`src/rtl/cp0_pkg.sv`:
```
// Shared CP0 definitions: register indices, SR/Cause field positions, ExcCodes.
// The optional Count/Compare timer is enabled with `define CP0_TIMER_EN.
package cp0_pkg;

  localparam logic [4:0] REG_COUNT   = 5'd9;
  localparam logic [4:0] REG_COMPARE = 5'd11;
  localparam logic [4:0] REG_SR      = 5'd12;
  localparam logic [4:0] REG_CAUSE   = 5'd13;
  localparam logic [4:0] REG_EPC     = 5'd14;
  localparam logic [4:0] REG_PRID    = 5'd15;

  localparam int SR_IE        = 0;
  localparam int SR_EXL       = 1;
  localparam int SR_IM_LO     = 10;
  localparam int SR_IM_HI     = 15;
  localparam int CAUSE_EXC_LO = 2;
  localparam int CAUSE_EXC_HI = 6;
  localparam int CAUSE_IP_LO  = 10;
  localparam int CAUSE_IP_HI  = 15;
  localparam int CAUSE_BD     = 31;

  typedef enum logic [4:0] {
    EXC_INT     = 5'd0,
    EXC_ADEL    = 5'd4,
    EXC_ADES    = 5'd5,
    EXC_SYSCALL = 5'd8,
    EXC_BP      = 5'd9,
    EXC_RI      = 5'd10,
    EXC_OV      = 5'd12
  } exc_code_e;

  localparam logic [31:0] HANDLER_ADDR_DEFAULT = 32'h0000_4180;

  // EPC only holds word addresses
  function automatic logic [31:0] word_align(input logic [31:0] addr);
    return addr & 32'hFFFF_FFFC;
  endfunction

endpackage

```
`src/rtl/cp0_timer.sv`:
```
// Count/Compare timer with sticky pending bit TI; only instantiated when
// CP0_TIMER_EN is defined.
module cp0_timer
  import cp0_pkg::*;
(
  input  logic        clk,
  input  logic        rst_n,
  input  logic        we_count,
  input  logic        we_compare,
  input  logic [31:0] wdata,
  output logic [31:0] count,
  output logic [31:0] compare,
  output logic        ti
);

  logic [31:0] count_r;
  logic [31:0] compare_r;
  logic        ti_r;

  // Count free-runs (a write overrides the increment); TI latches on match
  always_ff @(posedge clk or negedge rst_n) begin
    if (!rst_n) begin
      count_r   <= 32'd0;
      compare_r <= 32'd0;
      ti_r      <= 1'b0;
    end else begin
      count_r <= we_count ? wdata : count_r + 32'd1;
      if (we_compare) begin
        compare_r <= wdata;
        ti_r      <= 1'b0;
      end else if (count_r == compare_r) begin
        ti_r <= 1'b1;
      end
    end
  end

  assign count   = count_r;
  assign compare = compare_r;
  assign ti      = ti_r;

endmodule

```
`src/rtl/cp0_unit.sv`:
```
// CP0 register file (SR, Cause, EPC, PRId) and exception/interrupt arbiter.
// Define CP0_TIMER_EN to add Count/Compare and the timer interrupt on IP7.
module cp0_unit
  import cp0_pkg::*;
#(
  parameter logic [31:0] PRID         = 32'h0000_2024,
  parameter logic [31:0] HANDLER_ADDR = HANDLER_ADDR_DEFAULT
) (
  input  logic        clk,
  input  logic        rst_n,
  input  logic [31:0] pc_i,
  input  logic        bd_i,
  input  logic        exc_occur_i,
  input  logic [4:0]  exc_code_i,
  input  logic [5:0]  hw_int_i,
  input  logic        we_i,
  input  logic [4:0]  addr_i,
  input  logic [31:0] wdata_i,
  input  logic        eret_i,
  output logic [31:0] rdata_o,
  output logic [31:0] epc_o,
  output logic        req_o,
  output logic        exl_o
);

  logic [5:0]  im_r, im_n_s;
  logic        exl_r, exl_n_s;
  logic        ie_r, ie_n_s;
  logic        bd_r, bd_n_s;
  logic [5:0]  ip_r, ip_n_s;
  logic [4:0]  code_r, code_n_s;
  logic [31:0] epc_r, epc_n_s;

  logic        int_s;
  logic        req_s;
  logic        wr_ok_s;
  logic        ti_s;
  logic [31:0] sr_s;
  logic [31:0] cause_s;
  logic [31:0] rdata_s;

  assign int_s   = (|(ip_r & im_r)) & ie_r & ~exl_r;
  assign req_s   = int_s | exc_occur_i;
  assign wr_ok_s = we_i & ~req_s;

  assign sr_s    = {16'd0, im_r, 8'd0, exl_r, ie_r};
  assign cause_s = {bd_r, 15'd0, ip_r, 3'd0, code_r, 2'd0};

`ifdef CP0_TIMER_EN
  logic [31:0] count_s;
  logic [31:0] compare_s;

  cp0_timer u_timer (
    .clk        (clk),
    .rst_n      (rst_n),
    .we_count   (wr_ok_s && (addr_i == REG_COUNT)),
    .we_compare (wr_ok_s && (addr_i == REG_COMPARE)),
    .wdata      (wdata_i),
    .count      (count_s),
    .compare    (compare_s),
    .ti         (ti_s)
  );
`else
  assign ti_s = 1'b0;
`endif

  // Next-state: exception/interrupt entry wins over mtc0 and eret
  always_comb begin
    im_n_s   = im_r;
    exl_n_s  = exl_r;
    ie_n_s   = ie_r;
    bd_n_s   = bd_r;
    code_n_s = code_r;
    epc_n_s  = epc_r;
    ip_n_s   = {hw_int_i[5] | ti_s, hw_int_i[4:0]};
    if (req_s) begin
      code_n_s = int_s ? EXC_INT : exc_code_i;
      if (!exl_r) begin
        epc_n_s = word_align(bd_i ? (pc_i - 32'd4) : pc_i);
        bd_n_s  = bd_i;
      end else begin
        epc_n_s = epc_r;
      end
      exl_n_s = 1'b1;
    end else begin
      if (wr_ok_s && (addr_i == REG_SR)) begin
        im_n_s  = wdata_i[SR_IM_HI:SR_IM_LO];
        exl_n_s = wdata_i[SR_EXL];
        ie_n_s  = wdata_i[SR_IE];
      end else if (wr_ok_s && (addr_i == REG_EPC)) begin
        epc_n_s = word_align(wdata_i);
      end else begin
        epc_n_s = epc_r;
      end
      // eret clears EXL even after a same-cycle SR write
      if (eret_i) begin
        exl_n_s = 1'b0;
      end else begin
        ie_n_s = ie_n_s;
      end
    end
  end

  // CP0 state registers
  always_ff @(posedge clk or negedge rst_n) begin
    if (!rst_n) begin
      im_r   <= 6'd0;
      exl_r  <= 1'b0;
      ie_r   <= 1'b0;
      bd_r   <= 1'b0;
      ip_r   <= 6'd0;
      code_r <= 5'd0;
      epc_r  <= 32'd0;
    end else begin
      im_r   <= im_n_s;
      exl_r  <= exl_n_s;
      ie_r   <= ie_n_s;
      bd_r   <= bd_n_s;
      ip_r   <= ip_n_s;
      code_r <= code_n_s;
      epc_r  <= epc_n_s;
    end
  end

  // mfc0 read mux
  always_comb begin
    rdata_s = 32'd0;
    case (addr_i)
      REG_SR:      rdata_s = sr_s;
      REG_CAUSE:   rdata_s = cause_s;
      REG_EPC:     rdata_s = epc_r;
      REG_PRID:    rdata_s = PRID;
`ifdef CP0_TIMER_EN
      REG_COUNT:   rdata_s = count_s;
      REG_COMPARE: rdata_s = compare_s;
`endif
      default:     rdata_s = 32'd0;
    endcase
  end

  assign rdata_o = rdata_s;
  assign epc_o   = epc_r;
  assign req_o   = req_s;
  assign exl_o   = exl_r;

endmodule

```
`config.mk`:
```
export PLATFORM = sky130hd
export DESIGN_NAME = cp0_unit
export DESIGN_NICKNAME = d
export VERILOG_FILES = /design/src/rtl/cp0_pkg.sv /design/src/rtl/cp0_timer.sv /design/src/rtl/cp0_unit.sv
export SDC_FILE = /design/constraint.sdc
export NUM_CORES = 1
export LEC_CHECK = 0
export ABC_CLOCK_PERIOD_IN_PS = 3950
export BUFFER_PORTS_ARGS = -buffer_cell sky130_fd_sc_hd__buf_4
export CAP_MARGIN = 20
export CORE_MARGIN = 4
export CORE_UTILIZATION = 30
export CTS_BUF_LIST = sky130_fd_sc_hd__clkbuf_4 sky130_fd_sc_hd__clkbuf_8
export CTS_CLUSTER_SIZE = 16
export DETAILED_ROUTE_END_ITERATION = 16
export GPL_TIMING_DRIVEN = 0
export PLACE_DENSITY = 0.6
export SETUP_SLACK_MARGIN = 0.5
export SLEW_MARGIN = 30
export SYNTH_ARGS = -nofsm -noshare
export SYNTH_HDL_FRONTEND = slang
export SYNTH_HIERARCHICAL = 1
export SYNTH_SLANG_ARGS = --single-unit
export TNS_END_PERCENT = 5
```
`constraint.sdc`:
```
create_clock -name clk -period 3.95 [get_ports clk]
set_clock_uncertainty 0.1 [all_clocks]
set_input_delay 0.395 -clock clk [delete_from_list [all_inputs] [get_ports clk]]
set_output_delay 0.395 -clock clk [all_outputs]
set_load 0.1 [all_outputs]
```
==> flow_summary.ini, run 1 <==
[sta]
maxSlewHeadroom = 0.4261
fin_crit_ns = 3.015
period_share = 0.7632
finalSetupViolCount = 0
worst_slew_pin_slew_ns = 0.8576
finalHoldViolCount = 2
slew_viol_final = 0
fmax_mhz = 331.7
totalNegativeSetupSlack_ns = 0
grt_setup_unrepaired = false
hold_slack_ns = -0.005552

[worst_setup_path]
cp-end-kind = output port
crit_buf_inv = 3
critPathLaunchType = primary input
timing.critical_path.fanout_max = 10
crit_top_cell = buf_4
crit_type = in2out
slowest_stage = nor2_1
critPathRequiredTime_ns = 3.45
critPathTopFamily = simple AND/OR/NAND/NOR gates
slowest_delay_ns = 0.76
crit_chain = buf_4 -> nand3b_1 -> nor2_1 -> clkbuf_1 -> and2_1 -> buf_4
crit_arrival_ns = 2.52

[worst_hold_path]
hold_path.class = in2async

[yosys]
synth_enable_flop_cells = 0
synth_area_per_cell_sq_um = 9.336
synth_top_area_share = 0.3918
ys_async_sr_fraction = 1.000
yosysWarnings = 6
synth_area_sq_mm = 0.003193
synth_most_common_cell = dfrtp_1
netlist_instances = 342
yosysTopAreaCell = dfrtp_1
synth_seq_area_share = 0.3918
synth_ff_type = dfrtp_1
ys_ff_latch = 50
synth_common_cells = 50 x dfrtp_1, 32 x nor2_1, 25 x nand2_1
synthTopCellsByArea = dfrtp_1 39%, xnor2_1 5.2%, mux2i_1 5.0%
yosysUniqueCellTypes = 60

[clock_network]
cts_htree_levels = 2
cts_tree = done
cts_hold_buf = 0
cts_made_buffers = 5
ctsResizeCount = 0
clock_sinks = 50
postCtsSetupRepairBufs = 0
clock_path_buffers = 2
clk_pin_slew_ns = 0.11
clkLatencyLatePin_ns = 0.31
ctsRootBufferMaster = clkbuf_8

[floorplan]
dieArea_sq_mm = 0.01236
coreArea_sq_mm = 0.01032
num_rows = 37
ioPinCount = 152
die-height_um = 111.2
die_w_um = 111.2
floorplan.initialDensity = 0.3093

[placement]
portBuffers = 145
hpwlAfterDp_um = 9103
dp.cells = 624
gp_congestion = 0.8093

[pwr]
vdd_drop_max_v = 0.0003055
p_leak_nw = 2.035
p_per_area_mw_per_mm2 = 537.7
power.total_w = 0.002461

[grt]
grt_max_degree = 51
grt_pass1_vias = 3408
overflow = 0
grt_usage = 0.1809
grt_pass1_wl_um = 18110
antenna_found_initial = 0

[detailed_routing]
vias = 3215
wl_per_cell_um = 17.97
ant_nets = 0
via_per_inst = 5.087
drt-initial-drc-count = 118
wirelength_um = 11360
drc_errors = 0
dr.pass1.iters = 4

[outcome]
violations = hold timing
status = finished with violations

[cells_and_area]
finalNonFillerCells = 632
antennaDiodeCount = 0
nNetsFinal = 582
drive_gt1_frac = 0.3569
area_growth_pct = 43.34

[job]
maxCapViolCount = 0
==> kinds of logic (layout without fill, tap and decap cells) <==
| kind of cell | count (synthesis) | after routing | share of synthesized area |
|---|---|---|---|
| muxes | 23 | 23 | 0.07484 |
| xor gates and xnor gates | 23 | 23 | 0.06309 |
| buffers and inverters | 24 | 177 | 0.04271 |
| AOI/OAI and AO/OA | 85 | 85 | 0.1889 |
| other | 1 | 2 | 0.001174 |
| DFF | 50 | 50 | 0.3918 |
| adders and majority gates | 1 | 1 | 0.003918 |
| and+or+nand+nor | 135 | 135 | 0.2335 |
==> worst paths after layout <==
check / end / cells past startpoint / slack, ns / from
worst max-delay path: rdata_o[22] / 6 / 0.94 / addr_i[4]
worst min-delay path: ip_r[0]$_DFF_PN0_ / 1 / -0.006 / rst_n
worst max register to register: epc_o[28]$_DFFE_PN0P_ / 5 / 1.50 / im_r[5]$_DFFE_PN0P_
worst min register to register: epc_o[9]$_DFFE_PN0P_ / 1 / 0.42 / epc_o[9]$_DFFE_PN0P_
max in group asynchronous: epc_o[5]$_DFFE_PN0P_ / 1 / 3.31 / rst_n
min in group clk: ip_r[3]$_DFF_PN0_ / 1 / 0.08 / hw_int_i[3]
==> routing by layer <==
layer	wire length, um	vias to the layer above	part of all wire	track usage
li1	-	1567	-	-
met1	5092	1526	0.45	0.2385
met2	5489	113	0.48	0.3088
met3	683	9	0.060	0.03876
met4	90	0	0.0079	0.03163
met5	0	-	0	0
==> sequential cells by signal, indices dropped and copies added, names as in the netlist <==
name / count
ie_r: 1
epc_o: 30
exl_o: 1
bd_r: 1
ip_r: 6
code_r: 5
im_r: 6
==> area by class of cell <==
class	count	area [sq um]
Buffer	21	125.1
Clock buffer	5	68.82
Clock inverter	3	47.55
Fill cell	1036	5747
Inverter	3	11.26
Multi-Input combinational cell	269	1814
Sequential cell	50	1251
Tap cell	136	170.2
Timing Repair Buffer	145	1089
==> stage by stage <==
stage / instance area, sq um / hold WS [ns] / setup slack [ns] / utilization
2_1_floorplan: 3202 / -0.0005911 / 0.9152 / -
3_3_place_gp: 4461 / 0.3656 / 0.8230 / 0.4321
3_5_place_dp: 4461 / 0.3717 / 0.8085 / 0.4321
4_1_cts: 4577 / 0.02238 / 0.8085 / 0.4433
5_1_grt: 4577 / 0.04552 / 0.6951 / 0.4433
6_report: 4577 / -0.005552 / 0.9353 / 0.4433
==> cells in the final DEF (no fill, tap or decap), types with 2 or more instances in the layout <==
| cell type | count |
|---|---|
| a21oi_1 | 7 |
| a221o_1 | 2 |
| a22oi_1 | 10 |
| a32oi_1 | 14 |
| and2_1 | 20 |
| buf_1 | 2 |
| buf_2 | 4 |
| buf_4 | 147 |
| clkbuf_1 | 10 |
| clkbuf_8 | 6 |
| conb_1 | 2 |
| dfrtp_1 | 50 |
| inv_1 | 3 |
| inv_6 | 2 |
| mux2_1 | 7 |
| mux2i_1 | 16 |
| nand2_1 | 25 |
| nand2b_1 | 5 |
| nand3_1 | 4 |
| nand4_1 | 4 |
| nor2_1 | 32 |
| nor2b_1 | 4 |
| nor3_1 | 10 |
| nor3_2 | 3 |
| nor4_1 | 9 |
| nor4_2 | 2 |
| o21ai_0 | 4 |
| o21ai_1 | 24 |
| o22ai_1 | 5 |
| o31ai_1 | 3 |
| o31ai_2 | 2 |
| o41ai_1 | 2 |
| or3_1 | 6 |
| xnor2_1 | 19 |
| xor2_1 | 4 |
==> report_power, final <==
part | internal (W) | total [W] | switching [W]
clock network | 0.000194 | 0.000388 | 0.000195
registers | 0.000627 | 0.000730 | 0.000103
logic | 0.000324 | 0.00134 | 0.00102
(Power assumes the default switching activity.)
==> run 2, diff against run 1 <==
- ABC_CLOCK_PERIOD_IN_PS: 3950 -> 3000
- clock period: 3.95 -> 3 ns (I/O delays scaled with it)
==> run 2 against run 1 <==
The flow now finishes without violations. Combinational power grew 33%. Critical path depth unchanged. Sequential cell count did not move. Via count rose by 0.68%. Count of clock-buffer cells in the layout is 1 higher. Hold slack better by 0.076 ns. Cell area rose by 2.8%. Sequential share of layout area fell by 0.74 points. Clock power increased by 54%. First-iteration DRC count shrank 12%. Highest routed layer unchanged.
==> flow_summary.ini, run 2 (synthesized netlist as in run 1, its figures left out) <==
[outcome]
status = finished clean

[floorplan]
floorplan.initialDensity = 0.3093
die-height_um = 111.2
die_w_um = 111.2
ioPinCount = 152
coreArea_sq_mm = 0.01032
num_rows = 37
dieArea_sq_mm = 0.01236

[cells_and_area]
drive_gt1_frac = 0.3644
nFillCells = 1025
finalNonFillerCells = 641
fin_util = 0.4557
most-common-layout-cells = 149 x buf_4, 50 x dfrtp_1, 30 x nor2_1
final_area_sq_mm = 0.004705
antennaDiodeCount = 0
nNetsFinal = 591
area_growth_pct = 47.34
final_common_cell = buf_4
largest_register_ffs = 30

[grt]
overflow = 0
antenna_found_initial = 0
grt_max_degree = 51
grt_pass1_vias = 3420
grt_pass1_wl_um = 17990
grt_usage = 0.1786

[worst_setup_path]
critPathLaunchType = flip-flop
cp.depth = 6
slowest_delay_ns = 0.43
timing.critical_path.fanout_max = 10
crit_chain = a22oi_1 -> a31oi_2 -> nor2_4 -> clkbuf_1 -> a32oi_1 -> o21ai_1
crit_arrival_ns = 2.44
critPathRequiredTime_ns = 3.14
crit_type = reg2reg
crit_buf_inv = 1
cp-end-kind = flip-flop
ff2ff_path_depth = 6
slowest_stage = clkbuf_1
critPathTopFamily = compound AO/OA/AOI/OAI gates

[clock_network]
ctsRootBufferMaster = clkbuf_8
clock_sinks = 50
cts_made_buffers = 5
clk_pin_slew_ns = 0.10
cts_tree = done
cts_htree_levels = 2
clkLatencyLatePin_ns = 0.30
clock_path_buffers = 2

[sta]
grt_setup_unrepaired = true
worst_slew_pin_slew_ns = 0.6661
maxSlewHeadroom = 0.5525
fmax_mhz = 434.5
finalSetupViolCount = 0
period_share = 0.7671
slew_viol_final = 0
fin_crit_ns = 2.301
finalHoldViolCount = 0
totalNegativeSetupSlack_ns = 0

[placement]
hpwlAfterDp_um = 9021
portBuffers = 145
gp_congestion = 0.8264
dpl_cell_area_sq_mm = 0.004464
dp.cells = 624

[detailed_routing]
ant_nets = 0
via_per_inst = 5.050
drt-initial-drc-count = 104
vias = 3237
wl_per_cell_um = 17.93
dr.pass1.iters = 4
wirelength_um = 11500
drc_errors = 0

[pwr]
power.total_w = 0.003333
p_leak_nw = 2.094
vdd_drop_max_v = 0.0003904
p_per_area_mw_per_mm2 = 708.6

[worst_hold_path]
hold_path.class = in2reg
hold_path_depth = 2

[job]
maxCapViolCount = 0
-- run 2: cell count changes in the layout (fill, tap and decap cells not counted) --
cell | before | now
clkbuf_1 | 10 | 8
buf_4 | 147 | 149
clkbuf_8 | 6 | 7
a21oi_1 | 7 | 6
nor2_2 | 0 | 1
inv_6 | 2 | 0
nor2_1 | 32 | 30
dlygate4sd3_1 | 0 | 7
bufinv_16 | 1 | 2
a21oi_2 | 0 | 1
clkbuf_2 | 0 | 2
nor2_4 | 1 | 2
-- run 2: report_power, final --
| group | total [W] | switching [W] | internal, W | leakage, nW |
|---|---|---|---|---|
| combinational | 0.00178 | 0.00135 | 0.000435 | 1.42 |
| clock | 0.000596 | 0.000240 | 0.000356 | 0.0714 |
| sequential | 0.000957 | 0.000132 | 0.000826 | 0.607 |
-- run 2: stage by stage --
step                      setup slack (ns)  hold WS (ns)
final                               0.6987       0.07085
after global placement            0.006270        0.2774
after detailed placement          -0.01269        0.2839
after global routing                0.4864       0.06892
after CTS                           0.4264       0.05891
after floorplan                    0.06087      -0.09559
-- run 2: routing by layer --
layer  share of wire  vias up  track usage
met5               0        -            0
met4          0.0083        0      0.03487
met3           0.047        8      0.03384
met2            0.50       89       0.3120
met1            0.44     1549       0.2306
li1                -     1591            -
-- run 2: worst reg2reg max path, cell delays in order (launching register included) --
cell      delay [ns]
dfrtp_1         0.40
a22oi_1         0.38
a31oi_2         0.33
nor2_4          0.39
clkbuf_1        0.43
a32oi_1         0.10
o21ai_1         0.11
-- run 2: what timing repair did --
action | in CTS | in global routing
endpoints found under the setup margin | 28 | 20
resized for setup | 3 | 3
hold buffers | 7 | 0
buffers inserted | 0 | 2
pin swaps | 0 | 1
endpoints found under the hold margin | 56 | 0
-- run 2: final cells by class --
| cell class | instances | area, sq um | area share |
|---|---|---|---|
| Timing Repair Buffer | 154 | 1174 | 0.2495 |
| Sequential cell | 50 | 1251 | 0.2660 |
| Clock inverter | 2 | 60.06 | 0.01277 |
| Multi-Input combinational cell | 269 | 1828 | 0.3886 |
| Tap cell | 136 | 170.2 | 0.03617 |
| Inverter | 3 | 11.26 | 0.002394 |
| Clock buffer | 6 | 82.58 | 0.01755 |
| Buffer | 21 | 127.6 | 0.02713 |
-- run 2: final timing paths --
path                                           from                     to  slack [ns]
worst max-delay path            im_r[5]$_DFFE_PN0P_  epc_o[30]$_DFFE_PN0P_        0.70
worst max register to register  im_r[5]$_DFFE_PN0P_  epc_o[30]$_DFFE_PN0P_        0.70
min in group asynchronous                     rst_n  epc_o[13]$_DFFE_PN0P_        0.47
worst min register to register  im_r[1]$_DFFE_PN0P_    im_r[1]$_DFFE_PN0P_        0.42
max in group asynchronous                     rst_n  epc_o[28]$_DFFE_PN0P_        1.89
worst min-delay path                         eret_i      exl_o$_DFFE_PN0P_        0.07
==> run 3, diff against run 2 <==
- ABC_AREA: default -> 1
- ABC_CLOCK_PERIOD_IN_PS: 3000 -> 2000
- clock period: 3 -> 2 ns (I/O delays scaled with it)
==> run 3 against run 2 <==
Sequential share of layout area fell by 3.7 points. Clock power rose by 30%. Global-route usage rose by 1.5 points. Highest routed layer unchanged. Non-clock buffer count rose by 10. First-iteration DRC count rose by 130%. Die area rose by 13%. Wire length rose by 17%. Cell area rose by 17%. Critical endpoint is now req_o. Combinational power barely moved. Synthesized cell count rose by 69%.
==> flow_summary.ini, run 3 <==
[outcome]
status = finished clean

[worst_setup_path]
cp-end-kind = output port
crit_buf_inv = 2
critPathLaunchType = flip-flop
timing.critical_path.fanout_max = 4
crit_chain = nand2_1 -> o21ai_1 -> nor2_1 -> nand2_2 -> nand2_4 -> nand2_8 -> buf_8 -> buf_12
slowest_delay_ns = 0.40
critPathRequiredTime_ns = 1.70
crit_type = reg2out
slowest_stage = dfrtp_1
critPathTopFamily = simple AND/OR/NAND/NOR gates
crit_arrival_ns = 1.55

[grt]
overflow = 0
grtUsageMet3 = 0.02547
grt_max_degree = 51
grt.busiest_layer = met2
antenna_found_initial = 0
grtUsageMet2 = 0.3435
grt_util_met1 = 0.2576
grt_pass1_wl_um = 21980
grt_usage = 0.1940
grt_pass1_vias = 4228

[cells_and_area]
drive_gt1_frac = 0.3324
area_growth_pct = 51.03
nNetsFinal = 838
largest_register_ffs = 30
nFillCells = 1215
most-common-layout-cells = 211 x nand2_1, 154 x buf_4, 78 x nand3_1
antennaDiodeCount = 0
final_common_cell = nand2_1
final_area_sq_mm = 0.005484

[floorplan]
ioPinCount = 152
coreArea_sq_mm = 0.01161
dieArea_sq_mm = 0.01393
die-height_um = 118.0
floorplan.initialDensity = 0.3126
die_w_um = 118.0
num_rows = 39

[yosys]
netlist_instances = 579
synth_seq_area_share = 0.3446
synth_most_common_cell = nand2_1
synth_ff_type = dfrtp_1
ys_async_sr_fraction = 1.000
synth_enable_flop_cells = 0
yosysWarnings = 6
synth_common_cells = 214 x nand2_1, 80 x nand3_1, 71 x inv_1
yosysUniqueCellTypes = 32
synth_area_per_cell_sq_um = 6.271
ys_ff_latch = 50
synthTopCellsByArea = dfrtp_1 34%, nand2_1 22%, nand3_1 11%
synth_area_sq_mm = 0.003631
yosysTopAreaCell = dfrtp_1
synth_top_area_share = 0.3446

[pwr]
p_per_area_mw_per_mm2 = 694.0
vdd_drop_max_v = 0.0003167
power.total_w = 0.003806
p_leak_nw = 2.919

[detailed_routing]
wirelength_um = 13490
wl_per_cell_um = 15.08
vias = 4236
ant_nets = 0
dr.pass1.iters = 5
drc_errors = 0
drt-initial-drc-count = 241
via_per_inst = 4.733

[sta]
worst_slew_pin_slew_ns = 0.6618
grt_setup_unrepaired = true
finalSetupViolCount = 0
hold_slack_ns = 0.03952
fmax_mhz = 539.1
finalHoldViolCount = 0
fin_ws_ns = 0.1451
fin_crit_ns = 1.855
slew_viol_final = 0
maxSlewHeadroom = 0.5588
period_share = 0.9275

[worst_hold_path]
hold_path.class = in2reg

[clock_network]
cts_htree_levels = 2
clk_pin_slew_ns = 0.10
clkLatencyLatePin_ns = 0.30
ctsRootBufferMaster = clkbuf_8
clock_sinks = 50
clock_path_buffers = 2
cts_made_buffers = 5
cts_tree = done

[placement]
portBuffers = 146
gp_congestion = 0.8925
place_ws_ns = -0.2936
dpl_cell_area_sq_mm = 0.005030
hpwlAfterDp_um = 10990

[job]
maxCapViolCount = 0
## run 3: cell types whose count changed in the layout (fill, tap and decap cells not counted), moves of 14 or more
cell     change
nor2_2      +21
o21ai_1     -21
nor2_1      +17
o21ai_0     +14
mux2i_1     -16
a32oi_1     -14
nand2_1    +186
and2_1      -20
inv_1       +67
nand3_1     +74
xnor2_1     -18
## run 3: report_power, final
| group | switching [W] | total (W) | internal [W] | leakage, nW |
|---|---|---|---|---|
| Combinational | 0.00131 | 0.00176 | 0.000452 | 2.23 |
| Sequential | 0.000117 | 0.00127 | 0.00115 | 0.622 |
| Clock | 0.000362 | 0.000774 | 0.000412 | 0.0618 |
## run 3: logic make-up after synthesis
logic type	count (synthesis)	synth area share
AOI/OAI and AO/OA	40	0.07030
xor gates and xnor gates	8	0.01930
adders and majority gates	1	0.003445
buffers and inverters	94	0.1061
DFF	50	0.3446
other	1	0.001033
and+or+nand+nor	385	0.4552
## run 3: cell type report
type	instances	area, sq um	share of cell area
Tap cell	143	178.9	0.03263
Clock buffer	6	82.58	0.01506
Multi-Input combinational cell	436	2195	0.4002
Timing Repair Buffer	164	1294	0.2359
Inverter	73	279.0	0.05088
Clock inverter	2	38.79	0.007073
Buffer	21	162.7	0.02966
Sequential cell	50	1254	0.2286
## run 3: routing by layer
metal | wire (um) | vias to the layer above | part of all wire
met1 | 6077 | 1955 | 0.45
li1 | - | 2152 | -
met4 | 123 | 0 | 0.0091
met2 | 6675 | 117 | 0.49
met5 | 0 | - | 0
met3 | 616 | 12 | 0.046
## run 3: per-stage QoR
stage	util	std cells	TNS [ns]
2_1_floorplan	-	580	-4.674
3_3_place_gp	0.4331	869	-1.722
3_5_place_dp	0.4331	869	-2.342
4_1_cts	0.4637	892	0
5_1_grt	0.4722	895	0
6_report	0.4722	895	0
## run 3: worst min-delay path: cells and delay by family
kind	cells	cell delay, ns
simple gates	1	0.06
compound gates	1	0.07
buf+inv	1	0.08
## run 3: what timing repair did
action                     CTS  global route
resized for setup           29            26
hold buffers                 7             0
setup buffers                7             3
hold endpoints to repair    56             0
pin swaps                    3             3
gates cloned                 1             0
setup endpoints to repair   76            74
## run 3: path summary, 6_finish.rpt
check	startpoint	endpoint	slack, ns	cells after the start
max in group asynchronous	rst_n	epc_o[6]$_DFFE_PN0P_	0.95	2
min	exc_code_i[1]	code_r[1]$_DFFE_PN0N_	0.04	3
max reg2reg	im_r[4]$_DFFE_PN0P_	im_r[5]$_DFFE_PN0P_	0.16	9
min reg2reg	ie_r$_DFFE_PN0P_	ie_r$_DFFE_PN0P_	0.40	2
min in group asynchronous	rst_n	ip_r[5]$_DFF_PN0_	0.37	2
max	im_r[4]$_DFFE_PN0P_	req_o	0.15	8
